[src/rtl/if_id_buffer_pkg.sv]
// Shared constants for the fetch/decode pipeline buffer: NOP encoding, occupancy states, default widths.
package if_id_buffer_pkg;

  localparam int ADDRESS_BITS_DEFAULT = 16;
  localparam int DATA_WIDTH_DEFAULT   = 32;

  // addi x0, x0, 0
  localparam logic [31:0] NOP_INSTR = 32'h0000_0013;

  // Encoding doubles as the registered occupancy count
  typedef enum logic [1:0] {
    EMPTY = 2'd0,
    ONE   = 2'd1,
    FULL  = 2'd2
  } state_t;

endpackage

[src/rtl/if_id_buffer_if.sv]
// Fetch-side push and decode-side pop signals of the IF/ID buffer.
interface if_id_buffer_if
  import if_id_buffer_pkg::*;
#(
  parameter int ADDRESS_BITS = ADDRESS_BITS_DEFAULT,
  parameter int DATA_WIDTH   = DATA_WIDTH_DEFAULT
);

  logic                    in_valid;
  logic                    in_ready;
  logic [ADDRESS_BITS-1:0] in_PC;
  logic [DATA_WIDTH-1:0]   in_instruction;
  logic                    flush;
  logic                    out_valid;
  logic                    out_ready;
  logic [ADDRESS_BITS-1:0] out_PC;
  logic [ADDRESS_BITS-1:0] out_PC_plus4;
  logic [DATA_WIDTH-1:0]   out_instruction;
  logic [1:0]              occupancy;

  modport master (
    output in_valid, in_PC, in_instruction, flush, out_ready,
    input  in_ready, out_valid, out_PC, out_PC_plus4, out_instruction, occupancy
  );

  modport slave (
    input  in_valid, in_PC, in_instruction, flush, out_ready,
    output in_ready, out_valid, out_PC, out_PC_plus4, out_instruction, occupancy
  );

endinterface

[src/rtl/if_id_buffer.sv]
// Two-entry in-order IF/ID queue; a push into an empty queue is visible one cycle later.
// Ready and valid come from registered state only, so there is no out_ready -> in_ready path.
module if_id_buffer
  import if_id_buffer_pkg::*;
#(
  parameter int ADDRESS_BITS = ADDRESS_BITS_DEFAULT,
  parameter int DATA_WIDTH   = DATA_WIDTH_DEFAULT
) (
  input  logic           clock,
  input  logic           reset,
  if_id_buffer_if.slave  bus
);

  state_t                  state;
  state_t                  state_nxt;
  logic                    push;
  logic                    pop;
  logic [ADDRESS_BITS-1:0] head_pc;
  logic [ADDRESS_BITS-1:0] tail_pc;
  logic [DATA_WIDTH-1:0]   head_instr;
  logic [DATA_WIDTH-1:0]   tail_instr;

  assign bus.in_ready  = reset && (state != FULL);
  assign bus.out_valid = (state != EMPTY);
  assign push          = bus.in_valid && bus.in_ready;
  assign pop           = bus.out_valid && bus.out_ready;

  always_ff @(posedge clock) begin
    if (!reset) begin
      state <= EMPTY;
    end else begin
      state <= state_nxt;
    end
  end

  always_comb begin
    state_nxt = state;
    if (bus.flush) begin
      state_nxt = EMPTY;
    end else begin
      case (state)
        EMPTY: if (push) state_nxt = ONE;
        ONE: begin
          if (push && !pop) begin
            state_nxt = FULL;
          end else if (pop && !push) begin
            state_nxt = EMPTY;
          end
        end
        FULL:    if (pop) state_nxt = ONE;
        default: state_nxt = EMPTY;
      endcase
    end
  end

  // Head registers are left untouched on the way to EMPTY so out_PC keeps the last head
  always_ff @(posedge clock) begin
    if (!reset) begin
      head_pc    <= '0;
      head_instr <= DATA_WIDTH'(NOP_INSTR);
      tail_pc    <= '0;
      tail_instr <= '0;
    end else if (!bus.flush) begin
      case (state)
        EMPTY: begin
          if (push) begin
            head_pc    <= bus.in_PC;
            head_instr <= bus.in_instruction;
          end
        end
        ONE: begin
          if (push && pop) begin
            head_pc    <= bus.in_PC;
            head_instr <= bus.in_instruction;
          end else if (push) begin
            tail_pc    <= bus.in_PC;
            tail_instr <= bus.in_instruction;
          end
        end
        FULL: begin
          if (pop) begin
            head_pc    <= tail_pc;
            head_instr <= tail_instr;
          end
        end
        default: ;
      endcase
    end
  end

  assign bus.out_PC          = head_pc;
  assign bus.out_PC_plus4    = head_pc + ADDRESS_BITS'(4);
  assign bus.out_instruction = (state == EMPTY) ? DATA_WIDTH'(NOP_INSTR) : head_instr;
  assign bus.occupancy       = state;

endmodule

[src/flat_wrapper.sv]
// flat-port wrapper written by rule: the top's interface ports become plain ports
module if_id_buffer_flat import if_id_buffer_pkg::*;
#(
  parameter int ADDRESS_BITS = ADDRESS_BITS_DEFAULT,
  parameter int DATA_WIDTH   = DATA_WIDTH_DEFAULT
)
  (clock, reset, bus_in_valid, bus_in_PC, bus_in_instruction, bus_flush, bus_out_ready, bus_in_ready, bus_out_valid, bus_out_PC, bus_out_PC_plus4, bus_out_instruction, bus_occupancy);
  if_id_buffer_if #(.ADDRESS_BITS(ADDRESS_BITS), .DATA_WIDTH(DATA_WIDTH)) bus_i ();
  input  logic clock;
  input  logic reset;
  input wire logic [$bits(bus_i.in_valid)-1:0] bus_in_valid;
  input wire logic [$bits(bus_i.in_PC)-1:0] bus_in_PC;
  input wire logic [$bits(bus_i.in_instruction)-1:0] bus_in_instruction;
  input wire logic [$bits(bus_i.flush)-1:0] bus_flush;
  input wire logic [$bits(bus_i.out_ready)-1:0] bus_out_ready;
  output wire logic [$bits(bus_i.in_ready)-1:0] bus_in_ready;
  output wire logic [$bits(bus_i.out_valid)-1:0] bus_out_valid;
  output wire logic [$bits(bus_i.out_PC)-1:0] bus_out_PC;
  output wire logic [$bits(bus_i.out_PC_plus4)-1:0] bus_out_PC_plus4;
  output wire logic [$bits(bus_i.out_instruction)-1:0] bus_out_instruction;
  output wire logic [$bits(bus_i.occupancy)-1:0] bus_occupancy;
  assign bus_i.in_valid = bus_in_valid;
  assign bus_i.in_PC = bus_in_PC;
  assign bus_i.in_instruction = bus_in_instruction;
  assign bus_i.flush = bus_flush;
  assign bus_i.out_ready = bus_out_ready;
  assign bus_in_ready = bus_i.in_ready;
  assign bus_out_valid = bus_i.out_valid;
  assign bus_out_PC = bus_i.out_PC;
  assign bus_out_PC_plus4 = bus_i.out_PC_plus4;
  assign bus_out_instruction = bus_i.out_instruction;
  assign bus_occupancy = bus_i.occupancy;
  if_id_buffer #(.ADDRESS_BITS(ADDRESS_BITS), .DATA_WIDTH(DATA_WIDTH)) u_core (.clock(clock), .reset(reset), .bus(bus_i));
endmodule
[config.mk]
export PLATFORM = sky130hd
export DESIGN_NAME = if_id_buffer_flat
export DESIGN_NICKNAME = d
export VERILOG_FILES = /design/src/rtl/if_id_buffer_pkg.sv /design/src/rtl/if_id_buffer_if.sv /design/src/rtl/if_id_buffer.sv /design/src/flat_wrapper.sv
export SDC_FILE = /design/constraint.sdc
export NUM_CORES = 1
export LEC_CHECK = 0
export ABC_CLOCK_PERIOD_IN_PS = 3400
export BUFFER_PORTS_ARGS = -buffer_cell sky130_fd_sc_hd__buf_2
export CAP_MARGIN = 20
export CORE_UTILIZATION = 50
export CTS_CLUSTER_SIZE = 25
export DETAILED_ROUTE_END_ITERATION = 10
export HOLD_SLACK_MARGIN = 0.06
export MAX_ROUTING_LAYER = met4
export PLACE_DENSITY = 0.75
export REMOVE_ABC_BUFFERS = 1
export SYNTH_ARGS = -nofsm -noshare
export SYNTH_HDL_FRONTEND = slang
export SYNTH_SLANG_ARGS = --single-unit
[constraint.sdc]
create_clock -name clock -period 3.4 [get_ports clock]
set_clock_uncertainty 0.05 [all_clocks]
set_input_delay 0.34 -clock clock [delete_from_list [all_inputs] [get_ports clock]]
set_output_delay 0.34 -clock clock [all_outputs]
set_load 0.02 [all_outputs]
==> results.sh, run 1 <==
export IMPL_clkSlewWorstSetupHoldPaths_ns=0.09
export IMPL_place_hpwl_um=8173
export IMPL_fmax_ghz=0.3939
export IMPL_floorplan_initialDensity=0.5117
export IMPL_hold_end="u_core.bus.occupancy[1]"
export IMPL_r2r_start="u_core.bus.occupancy[1]"
export IMPL_critPathCaptureType="primary output"
export IMPL_flow_area_growth_from_synthesis_pct=14.68
export IMPL_cts_tree="done"
export IMPL_final_setup_tns_ns=0
export IMPL_synthesis_area_mm2=0.004979
export IMPL_cp_data_arrival_time_ns=2.15
export IMPL_finalCritPeriodShare=0.7467
export IMPL_post_synth_inst_count=548
export IMPL_period_needed_ns=2.539
export IMPL_clk_insertion_delay_late_ns=0.36
export IMPL_num_io_pins=121
export IMPL_run_status="complete, no violations"
export IMPL_cts_hold_fix_buffers=0
export IMPL_switching_share=0.2725
export IMPL_drt_initial_drc_count=346
export IMPL_drcViolationCount=0
export IMPL_mostFrequentLayoutCells="sky130_fd_sc_hd__buf_2, sky130_fd_sc_hd__dfxtp_1, sky130_fd_sc_hd__nand3_1, sky130_fd_sc_hd__mux2i_1, sky130_fd_sc_hd__a21oi_1"
export IMPL_antenna_cells_inserted=0
export IMPL_nets=673
export IMPL_cts_resized=0
export IMPL_sw_power_mw=0.6201
export IMPL_power_clock_fraction=0.329
export IMPL_vias_in_the_first_global_route=4188
export IMPL_die_width_um=101.8
export IMPL_count_of_cells_along_the_worst_hold_path=2
export IMPL_timing_critical_path_from="u_core.bus.occupancy[1]"
export IMPL_timing_hold_violations_final=0
export IMPL_routed_wirelength_um=13360
export IMPL_cp_max_fo=21
export IMPL_floorplan_core_area_mm2=0.009729
export IMPL_final_max_slew_viol_count=0
export IMPL_worst_hold_startpoint="bus_out_ready"
export IMPL_detail_route_first_pass_iterations=7
export IMPL_drt_wirelength_per_cell_um=17.67
export IMPL_power_density_cell_area_mw_per_mm2=398.6
export IMPL_power_share_combinational=0.141
export IMPL_post_drt_via_cell_ratio=6.153
export IMPL_grt_start_max_net_pins=58
export IMPL_number_of_max_capacitance_violations_reported=0
export IMPL_worst_setup_sp_type="flop"
export IMPL_wire_length_of_the_first_global_routing_pass_um=20820
export IMPL_routed_via_count=4652
export IMPL_number_of_antenna_violating_nets_in_the_routed_design=0
export IMPL_global_route_overflow_total=0
export IMPL_number_of_buffers_on_the_longest_clock_path=2
export IMPL_internal_power_mw=1.656
export IMPL_grt_total_usage=0.2641
export IMPL_die_h_um=101.8
export IMPL_clock_sinks=98
export IMPL_crit_type="flop to primary output"
export IMPL_synthesis_area_per_instance_um2=9.085
export IMPL_antenna_found_initial=0
export IMPL_final_setup_worst_slack_ns=0.8611
export IMPL_reg2reg_path_depth=4
export IMPL_synth_sequential_area_ratio=0.3941
export IMPL_routabilityCongestion=0.7492
export IMPL_layout_commonest_cell="sky130_fd_sc_hd__buf_2"
export IMPL_rsz0062_at_grt="false"
export IMPL_peakVddDrop_v=0.0001655
export IMPL_synthArstFlopShare=0
export IMPL_numCtsBuffers=9
export IMPL_synth_edff_count=0
export IMPL_row_cnt=36
export IMPL_timing_critical_path_required_ns=3.01
export IMPL_tightestPinTransition_ns=1.079
export IMPL_synth_distinct_cells=34
export IMPL_slew_headroom=0.2810
export IMPL_post_place_ws_ns=1.206
export IMPL_worst_r2r_endpoint="u_core.tail_pc[4]"
export IMPL_total_leakage_power_nw=2.402
export IMPL_reg2reg_setup_slack_ns=1.19
export IMPL_htree_num_levels=3
export IMPL_setup_violating_endpoint_count_in_the_final_report=0
export IMPL_postCtsSetupBuffers=0
export IMPL_synth_seq_cells=98
export IMPL_power_sequential_fraction=0.530
export IMPL_yosysWarnings=0
export IMPL_hp_class="input port to flop"
export IMPL_synth_top_flop_cell="sky130_fd_sc_hd__dfxtp_1"
export IMPL_buffer_ports_inserted=120
export IMPL_dieArea_mm2=0.01036
export IMPL_cts_root_buf="sky130_fd_sc_hd__clkbuf_8"
export IMPL_drive_gt1_frac=0.2857
==> routing by layer <==
metal  track usage  part of all wire
met1        0.3422              0.45
met2        0.4262              0.48
met3       0.03658             0.060
met5             -                 0
met4       0.08027             0.017
==> worst max path at each step <==
stage	endpoint	slack [ns]
CTS	bus_out_instruction[25]	0.87
floorplan	u_core.bus.out_PC[13]	0.16
global route	bus_out_instruction[19]	0.75
finish	bus_out_instruction[17]	0.86
global placement	u_core.tail_pc[4]	1.25
detailed placement	u_core.tail_pc[4]	1.21
==> Yosys cell counts (7+ instances only) <==
cell type                  instances  area, um2
sky130_fd_sc_hd__dfxtp_1          98       1962
sky130_fd_sc_hd__nand3_1          52      260.3
sky130_fd_sc_hd__a21oi_1          49      245.2
sky130_fd_sc_hd__mux2i_1          49      490.5
sky130_fd_sc_hd__a311oi_1         48      420.4
sky130_fd_sc_hd__o21ai_0          36      180.2
sky130_fd_sc_hd__clkbuf_1         33      123.9
sky130_fd_sc_hd__nor2b_1          30      187.7
sky130_fd_sc_hd__buf_2            27      135.1
sky130_fd_sc_hd__a211oi_1         26      195.2
sky130_fd_sc_hd__a211oi_2         20      250.2
sky130_fd_sc_hd__o21ai_1          12      60.06
sky130_fd_sc_hd__xor2_1            8      70.07
sky130_fd_sc_hd__buf_4             7      52.55
==> final cells by class <==
| type | instances | area [um2] |
|---|---|---|
| Clock buffer | 13 | 148.9 |
| Clock inverter | 2 | 37.54 |
| Fill cell | 867 | 4020 |
| Inverter | 6 | 23.77 |
| Multi-Input combinational cell | 374 | 2683 |
| Sequential cell | 98 | 1962 |
| Tap cell | 133 | 166.4 |
| Timing Repair Buffer | 130 | 688.2 |
==> power groups by stage <==
| stage | Sequential, mW | Clock [mW] | Combinational, mW |
|---|---|---|---|
| floorplan | 1.24 | 0 | 0.179 |
| global placement | 1.23 | 0 | 0.311 |
| detailed placement | 1.23 | 0 | 0.319 |
| CTS | 1.21 | 0.749 | 0.320 |
| global route | 1.21 | 0.796 | 0.348 |
| finish | 1.21 | 0.748 | 0.321 |
==> registers in the layout, summed over array words and instances (netlist names) <==
register	cells
u_core.bus.occupancy	2
u_core.tail_pc	16
u_core.tail_instr	32
u_core.bus.out_PC	16
u_core.head_instr	32
==> through the flow <==
stage	util	area, um2	total power, mW	hold WS (ns)	std cells
floorplan	-	4633	1.421	0.3628	478
global placement	0.5676	5523	1.541	0.4094	741
detailed placement	0.5676	5523	1.552	0.4159	741
CTS	0.5868	5709	2.275	0.1616	756
global route	0.5868	5709	2.355	0.1826	756
finish	0.5868	5709	2.276	0.1715	756
==> critical path: stages (launching register included) <==
cell	delay, ns
sky130_fd_sc_hd__dfxtp_1	0.45
sky130_fd_sc_hd__nor2_2	0.77
sky130_fd_sc_hd__buf_4	0.33
sky130_fd_sc_hd__nor2b_1	0.07
sky130_fd_sc_hd__buf_2	0.16
==> kinds of logic (layout without fill, tap and decap cells) <==
kind of cell               after synthesis  after routing  synth area share
AOI/OAI and AO/OA                      196            196            0.2785
xor gates and xnor gates                12             12           0.02111
DFF                                     98             98            0.3941
muxes                                   49             49           0.09852
adders and majority gates                1              1          0.002513
buffers and inverters                   76            151           0.07389
and+or+nand+nor                        116            116            0.1314
Power figures use the tool's default switching activity.
==> run 2: changes to the inputs <==
ABC_AREA = 1   (was default)
ABC_CLOCK_PERIOD_IN_PS = 2500   (was 3400)
clock period = 2.5 ns   (was 3.4 ns; I/O delays follow)
==> run 2 against run 1 <==
Compared with the run above: core utilization increased by 2.3 points; global-route usage shrank 3.4 points; sequential share of layout area decreased by 3.5 points; cell count is 45% higher; critical endpoint is now bus_out_PC_plus4[12]; highest routed layer unchanged.
==> results.sh, run 2 <==
export IMPL_run_status="complete, no violations"
export IMPL_reg_top3="u_core.head_instr (32), u_core.tail_instr (32)"
export IMPL_grt_start_max_net_pins=97
export IMPL_peakVddDrop_v=0.0003280
export IMPL_combinational_family_with_the_most_area_after_synthesis="simple AND/OR/NAND/NOR gates"
export IMPL_worst_setup_sp_type="flop"
export IMPL_synth_seq_cells=98
export IMPL_slowest_delay_ns=0.39
export IMPL_number_of_buffers_on_the_longest_clock_path=2
export IMPL_drive_gt1_frac=0.1719
export IMPL_power_density_cell_area_mw_per_mm2=534.7
export IMPL_final_max_slew_viol_count=0
export IMPL_cp_data_arrival_time_ns=1.92
export IMPL_postCtsSetupBuffers=0
export IMPL_period_needed_ns=2.224
export IMPL_post_synth_and_or_nand_nor_area_fraction=0.4055
export IMPL_crit_type="flop to primary output"
export IMPL_synth_largest_area_cell="sky130_fd_sc_hd__dfxtp_1"
export IMPL_synthTopCellsByArea="sky130_fd_sc_hd__dfxtp_1, sky130_fd_sc_hd__nand2_1, sky130_fd_sc_hd__nor2_1"
export IMPL_cpLargestDelayFamily="simple AND/OR/NAND/NOR gates"
export IMPL_timing_critical_path_required_ns=2.20
export IMPL_nets=1009
export IMPL_slew_headroom=0.4734
export IMPL_cts_resized=0
export IMPL_synth_top_flop_cell="sky130_fd_sc_hd__dfxtp_1"
export IMPL_htree_num_levels=3
export IMPL_number_of_antenna_violating_nets_in_the_routed_design=0
export IMPL_mostFrequentLayoutCells="sky130_fd_sc_hd__nand2_1, sky130_fd_sc_hd__nor2_1, sky130_fd_sc_hd__buf_2, sky130_fd_sc_hd__dfxtp_1, sky130_fd_sc_hd__a21oi_1"
export IMPL_synth_sequential_area_ratio=0.3625
export IMPL_number_of_max_capacitance_violations_reported=0
export IMPL_cp_slowest_cell="sky130_fd_sc_hd__dfxtp_1"
export IMPL_tightestPinTransition_ns=0.7899
export IMPL_num_io_pins=121
export IMPL_cp_max_fo=5
export IMPL_global_route_overflow_total=0
export IMPL_floorplan_core_area_mm2=0.01042
export IMPL_dieArea_mm2=0.01124
export IMPL_die_width_um=106.0
export IMPL_clock_sinks=98
export IMPL_clkSlewWorstSetupHoldPaths_ns=0.10
export IMPL_finalCritPeriodShare=0.8894
export IMPL_vias_in_the_first_global_route=4742
export IMPL_synth_adder_area_share=0.002312
export IMPL_flow_area_growth_from_synthesis_pct=17.46
export IMPL_fmax_ghz=0.4497
export IMPL_filler_cell_count=1066
export IMPL_worst_hold_startpoint="bus_out_ready"
export IMPL_ff_latch_area_mm2=0.001962
export IMPL_cts_root_buf="sky130_fd_sc_hd__clkbuf_8"
export IMPL_antenna_found_initial=0
export IMPL_synth_distinct_cells=24
export IMPL_synthesis_area_mm2=0.005411
export IMPL_die_h_um=106.0
export IMPL_synthArstFlopShare=0
export IMPL_clk_insertion_delay_late_ns=0.36
export IMPL_compound_cell_area_share_of_the_yosys_netlist=0.09480
export IMPL_synthTopCellsByCount="sky130_fd_sc_hd__nand2_1, sky130_fd_sc_hd__nor2_1, sky130_fd_sc_hd__dfxtp_1"
export IMPL_detail_route_first_pass_iterations=5
export IMPL_synth_mux_area_fraction=0
export IMPL_final_setup_worst_slack_ns=0.2765
export IMPL_critPathCaptureType="primary output"
export IMPL_final_cell_count_no_fill=1096
export IMPL_routed_wirelength_um=12170
export IMPL_place_hpwl_um=7729
export IMPL_post_synth_inst_count=874
export IMPL_post_place_ws_ns=0.6341
export IMPL_hp_class="input port to flop"
export IMPL_drt_wirelength_per_cell_um=11.11
export IMPL_r2r_start="u_core.bus.occupancy[0]"
export IMPL_rsz0062_at_grt="false"
export IMPL_final_setup_tns_ns=0
export IMPL_timing_critical_path_from="u_core.bus.out_PC[2]"
export IMPL_antenna_cells_inserted=0
export IMPL_buffer_ports_inserted=120
export IMPL_cts_tree="done"
export IMPL_setup_violating_endpoint_count_in_the_final_report=0
export IMPL_multi_input_area_mm2=0.002828
export IMPL_final_core_util=0.6102
export IMPL_routed_via_count=5350
export IMPL_synth_largest_type_area_fraction=0.3625
export IMPL_grt_total_usage=0.2296
export IMPL_critical_path_top_cell_by_count="sky130_fd_sc_hd__nand2_1"
export IMPL_layout_commonest_cell="sky130_fd_sc_hd__nand2_1"
export IMPL_critical_path_cell_chain="ha_1 -> nand2_1 -> nor2_1 -> nand2_1 -> nor2_1 -> nand2_1 -> xnor2_1 -> buf_2"
export IMPL_row_cnt=37
export IMPL_synth_edff_count=0
export IMPL_drcViolationCount=0
export IMPL_yosysWarnings=0
export IMPL_floorplan_initialDensity=0.5195
export IMPL_wire_length_of_the_first_global_routing_pass_um=20790
export IMPL_dp_cells=1080
export IMPL_total_leakage_power_nw=3.115
export IMPL_cts_hold_fix_buffers=0
export IMPL_timing_hold_violations_final=0
export IMPL_synth_xor_area_share=0.01457
export IMPL_yosysMostFrequentCell="sky130_fd_sc_hd__nand2_1"
export IMPL_worstPathBufferInverterCount=1
export IMPL_numCtsBuffers=9
export IMPL_drt_initial_drc_count=267
export IMPL_routabilityCongestion=0.7961
export IMPL_synthesis_area_per_instance_um2=6.192
export IMPL_post_drt_via_cell_ratio=4.881
==> run 2: cell count changes after synthesis, sizes merged, moves of 10 or more <==
| cell | before | now |
|---|---|---|
| a211oi | 46 | 0 |
| nand3b | 1 | 46 |
| nand2 | 4 | 255 |
| nand3 | 52 | 62 |
| inv | 6 | 90 |
| clkbuf | 33 | 18 |
| nor2b | 30 | 0 |
| a311oi | 48 | 0 |
| mux2i | 49 | 0 |
| a21oi | 49 | 97 |
| buf | 37 | 48 |
| nor2 | 6 | 138 |
| o21ai | 48 | 4 |
==> run 2: final cells by class <==
cell class                 count  area share
inverter                      90     0.05315
clock buffer                   9     0.01949
sequential                    98      0.3087
timing repair buffer         136      0.1276
tap                          136     0.02677
multi-input combinational    620      0.4449
clock inverter                 7     0.01949
==> run 2: per-stage QoR <==
step                      area, um2  hold WS [ns]  total power [mW]
final                          6356        0.1368             3.399
after global routing           6356        0.1497             3.553
after CTS                      6356        0.1174             3.440
after detailed placement       6108        0.3905             2.187
after global placement         6108        0.3899             2.181
after floorplan                5099        0.2841             1.989
==> run 2: logic make-up (layout without fill, tap and decap cells) <==
logic type / Yosys count / after routing
simple gates: 508 / 508
buf+inv: 156 / 242
compound gates: 102 / 102
flops: 98 / 98
xor+xnor: 9 / 9
fa+ha+maj: 1 / 1
==> run 2: worst paths after layout <==
path | endpoint | slack [ns] | cells past startpoint
max | bus_out_PC_plus4[12] | 0.28 | 8
min | u_core.bus.occupancy[1] | 0.14 | 4
max reg2reg | u_core.head_instr[11] | 0.62 | 8
min reg2reg | u_core.head_instr[1] | 0.41 | 2
==> run 2: tightest hold or removal path, delay by kind of cell <==
kind	cells	cell delay, ns
buf+inv	2	0.16
compound gates	1	0.06
simple gates	1	0.04
==> run 2: power breakdown <==
| part | switching (mW) | internal (mW) |
|---|---|---|
| combinational | 0.309 | 0.193 |
| sequential | 0.0357 | 1.61 |
| clock | 0.576 | 0.674 |
| total | 0.921 | 2.48 |
==> run 2: layer usage <==
| layer | up-vias | track usage | routed length (um) |
|---|---|---|---|
| met5 | - | - | 0 |
| met4 | 0 | 0.05258 | 112 |
| met3 | 11 | 0.04169 | 517 |
| met2 | 103 | 0.4132 | 5789 |
| met1 | 2369 | 0.2649 | 5754 |
| li1 | 2867 | - | - |
==> run 3: changes to the inputs <==
ABC_AREA = 0   (was 1)
==> run 3 against run 2 <==
Compared with the run above: first-iteration DRC count grew 23%; hold slack worse by 0.049 ns; sequential share of layout area grew 3.3 points; via count is 12% lower; combinational power shrank 12%; critical endpoint is now bus_out_instruction[7].
==> results.sh, run 3 (same netlist as run 1, synthesis figures left out) <==
export IMPL_routabilityCongestion=0.7837
export IMPL_period_needed_ns=2.367
export IMPL_final_setup_worst_slack_ns=0.1334
export IMPL_cp_max_fo=18
export IMPL_routed_wirelength_um=13960
export IMPL_worst_setup_sp_type="flop"
export IMPL_reg_top3="u_core.head_instr (32), u_core.tail_instr (32)"
export IMPL_row_cnt=36
export IMPL_cts_resized=0
export IMPL_flow_area_growth_from_synthesis_pct=15.41
export IMPL_power_share_combinational=0.145
export IMPL_clk_insertion_delay_late_ns=0.36
export IMPL_final_core_util=0.5905
export IMPL_crit_type="flop to primary output"
export IMPL_vias_in_the_first_global_route=4305
export IMPL_antenna_cells_inserted=0
export IMPL_final_max_slew_viol_count=0
export IMPL_timing_hold_violations_final=0
export IMPL_numCtsBuffers=9
export IMPL_clock_sinks=98
export IMPL_switching_share=0.2904
export IMPL_number_of_buffers_on_the_longest_clock_path=2
export IMPL_sw_power_mw=0.8825
export IMPL_layout_commonest_cell="sky130_fd_sc_hd__buf_2"
export IMPL_totalPowerFinal_mw=3.039
export IMPL_total_leakage_power_nw=2.427
export IMPL_power_clock_fraction=0.313
export IMPL_nets=677
export IMPL_cp_data_arrival_time_ns=2.07
export IMPL_detail_route_first_pass_iterations=6
export IMPL_critPathCaptureType="primary output"
export IMPL_ff_latch_area_mm2=0.001962
export IMPL_antenna_found_initial=0
export IMPL_num_io_pins=121
export IMPL_postCtsSetupBuffers=0
export IMPL_post_place_ws_ns=0.4721
export IMPL_grt_total_usage=0.2751
export IMPL_cts_root_buf="sky130_fd_sc_hd__clkbuf_8"
export IMPL_filler_cell_count=878
export IMPL_clkSlewWorstSetupHoldPaths_ns=0.10
export IMPL_buffer_ports_inserted=120
export IMPL_multi_input_area_mm2=0.002683
export IMPL_floorplan_core_area_mm2=0.009729
export IMPL_floorplan_initialDensity=0.5117
export IMPL_drive_gt1_frac=0.2962
export IMPL_place_hpwl_um=8396
export IMPL_power_sequential_fraction=0.542
export IMPL_drcViolationCount=0
export IMPL_finalCritPeriodShare=0.9466
export IMPL_hp_class="input port to flop"
export IMPL_htree_num_levels=3
export IMPL_tightestPinTransition_ns=0.9993
export IMPL_cts_tree="done"
export IMPL_routed_via_count=4703
export IMPL_reg2reg_setup_slack_ns=0.43
export IMPL_mostFrequentLayoutCells="sky130_fd_sc_hd__buf_2, sky130_fd_sc_hd__dfxtp_1, sky130_fd_sc_hd__nand3_1, sky130_fd_sc_hd__mux2i_1, sky130_fd_sc_hd__a21oi_1"
export IMPL_slew_headroom=0.3338
export IMPL_number_of_max_capacitance_violations_reported=0
export IMPL_dieArea_mm2=0.01036
export IMPL_grt_start_max_net_pins=94
export IMPL_post_drt_via_cell_ratio=6.180
export IMPL_number_of_antenna_violating_nets_in_the_routed_design=0
export IMPL_internal_power_mw=2.156
export IMPL_setup_violating_endpoint_count_in_the_final_report=0
export IMPL_fmax_ghz=0.4226
export IMPL_rsz0062_at_grt="false"
export IMPL_global_route_overflow_total=0
export IMPL_die_h_um=101.8
export IMPL_cts_hold_fix_buffers=0
export IMPL_power_density_cell_area_mw_per_mm2=528.9
export IMPL_wire_length_of_the_first_global_routing_pass_um=21730
export IMPL_drt_initial_drc_count=328
export IMPL_whs_ns=0.08734
export IMPL_die_width_um=101.8
export IMPL_drt_wirelength_per_cell_um=18.35
export IMPL_timing_critical_path_required_ns=2.20
export IMPL_peakVddDrop_v=0.0003067
export IMPL_run_status="complete, no violations"
## run 3: routing by layer
| metal | wire, um | track usage | up-vias |
|---|---|---|---|
| met5 | 0 | - | - |
| met4 | 180 | 0.07581 | 0 |
| met3 | 1141 | 0.04348 | 19 |
| met2 | 6809 | 0.4610 | 220 |
| met1 | 5832 | 0.3420 | 2259 |
| li1 | - | - | 2205 |
## run 3: area by class of cell
class / count / area share
clock buffer: 10 / 0.02395
clock inverter: 6 / 0.007404
inverter: 6 / 0.004138
multi-input combinational: 374 / 0.4669
sequential: 98 / 0.3415
tap: 133 / 0.02896
timing repair buffer: 134 / 0.1272
## run 3: through the flow
stage	std cells	instance area (um2)	setup TNS, ns
final	761	5746	0
after global routing	761	5746	0
after CTS	761	5746	0
after detailed placement	745	5565	0
after global placement	745	5565	0
after floorplan	478	4633	-36.04
## run 3: power groups by stage
| stage | Combinational, mW | Clock, mW | Sequential, mW |
|---|---|---|---|
| after floorplan | 0.243 | 0 | 1.69 |
| after global placement | 0.429 | 0 | 1.68 |
| after detailed placement | 0.438 | 0 | 1.68 |
| after CTS | 0.440 | 0.960 | 1.64 |
| after global routing | 0.477 | 1.04 | 1.65 |
| final | 0.442 | 0.951 | 1.65 |
## run 3: path summary, 6_finish.rpt
check / start / end / cells past startpoint
max reg2reg: u_core.bus.occupancy[1] / u_core.head_instr[8] / 4
max: u_core.bus.occupancy[1] / bus_out_instruction[7] / 4
min: bus_in_PC[5] / u_core.tail_pc[5] / 3
min reg2reg: u_core.tail_instr[8] / u_core.tail_instr[8] / 2
## run 3: critical path, cell delays in order (launching register included)
cell and delay, ns:
sky130_fd_sc_hd__dfxtp_1 0.46, sky130_fd_sc_hd__nor2_2 0.63, sky130_fd_sc_hd__buf_4 0.36, sky130_fd_sc_hd__nor2b_1 0.09, sky130_fd_sc_hd__buf_2 0.16
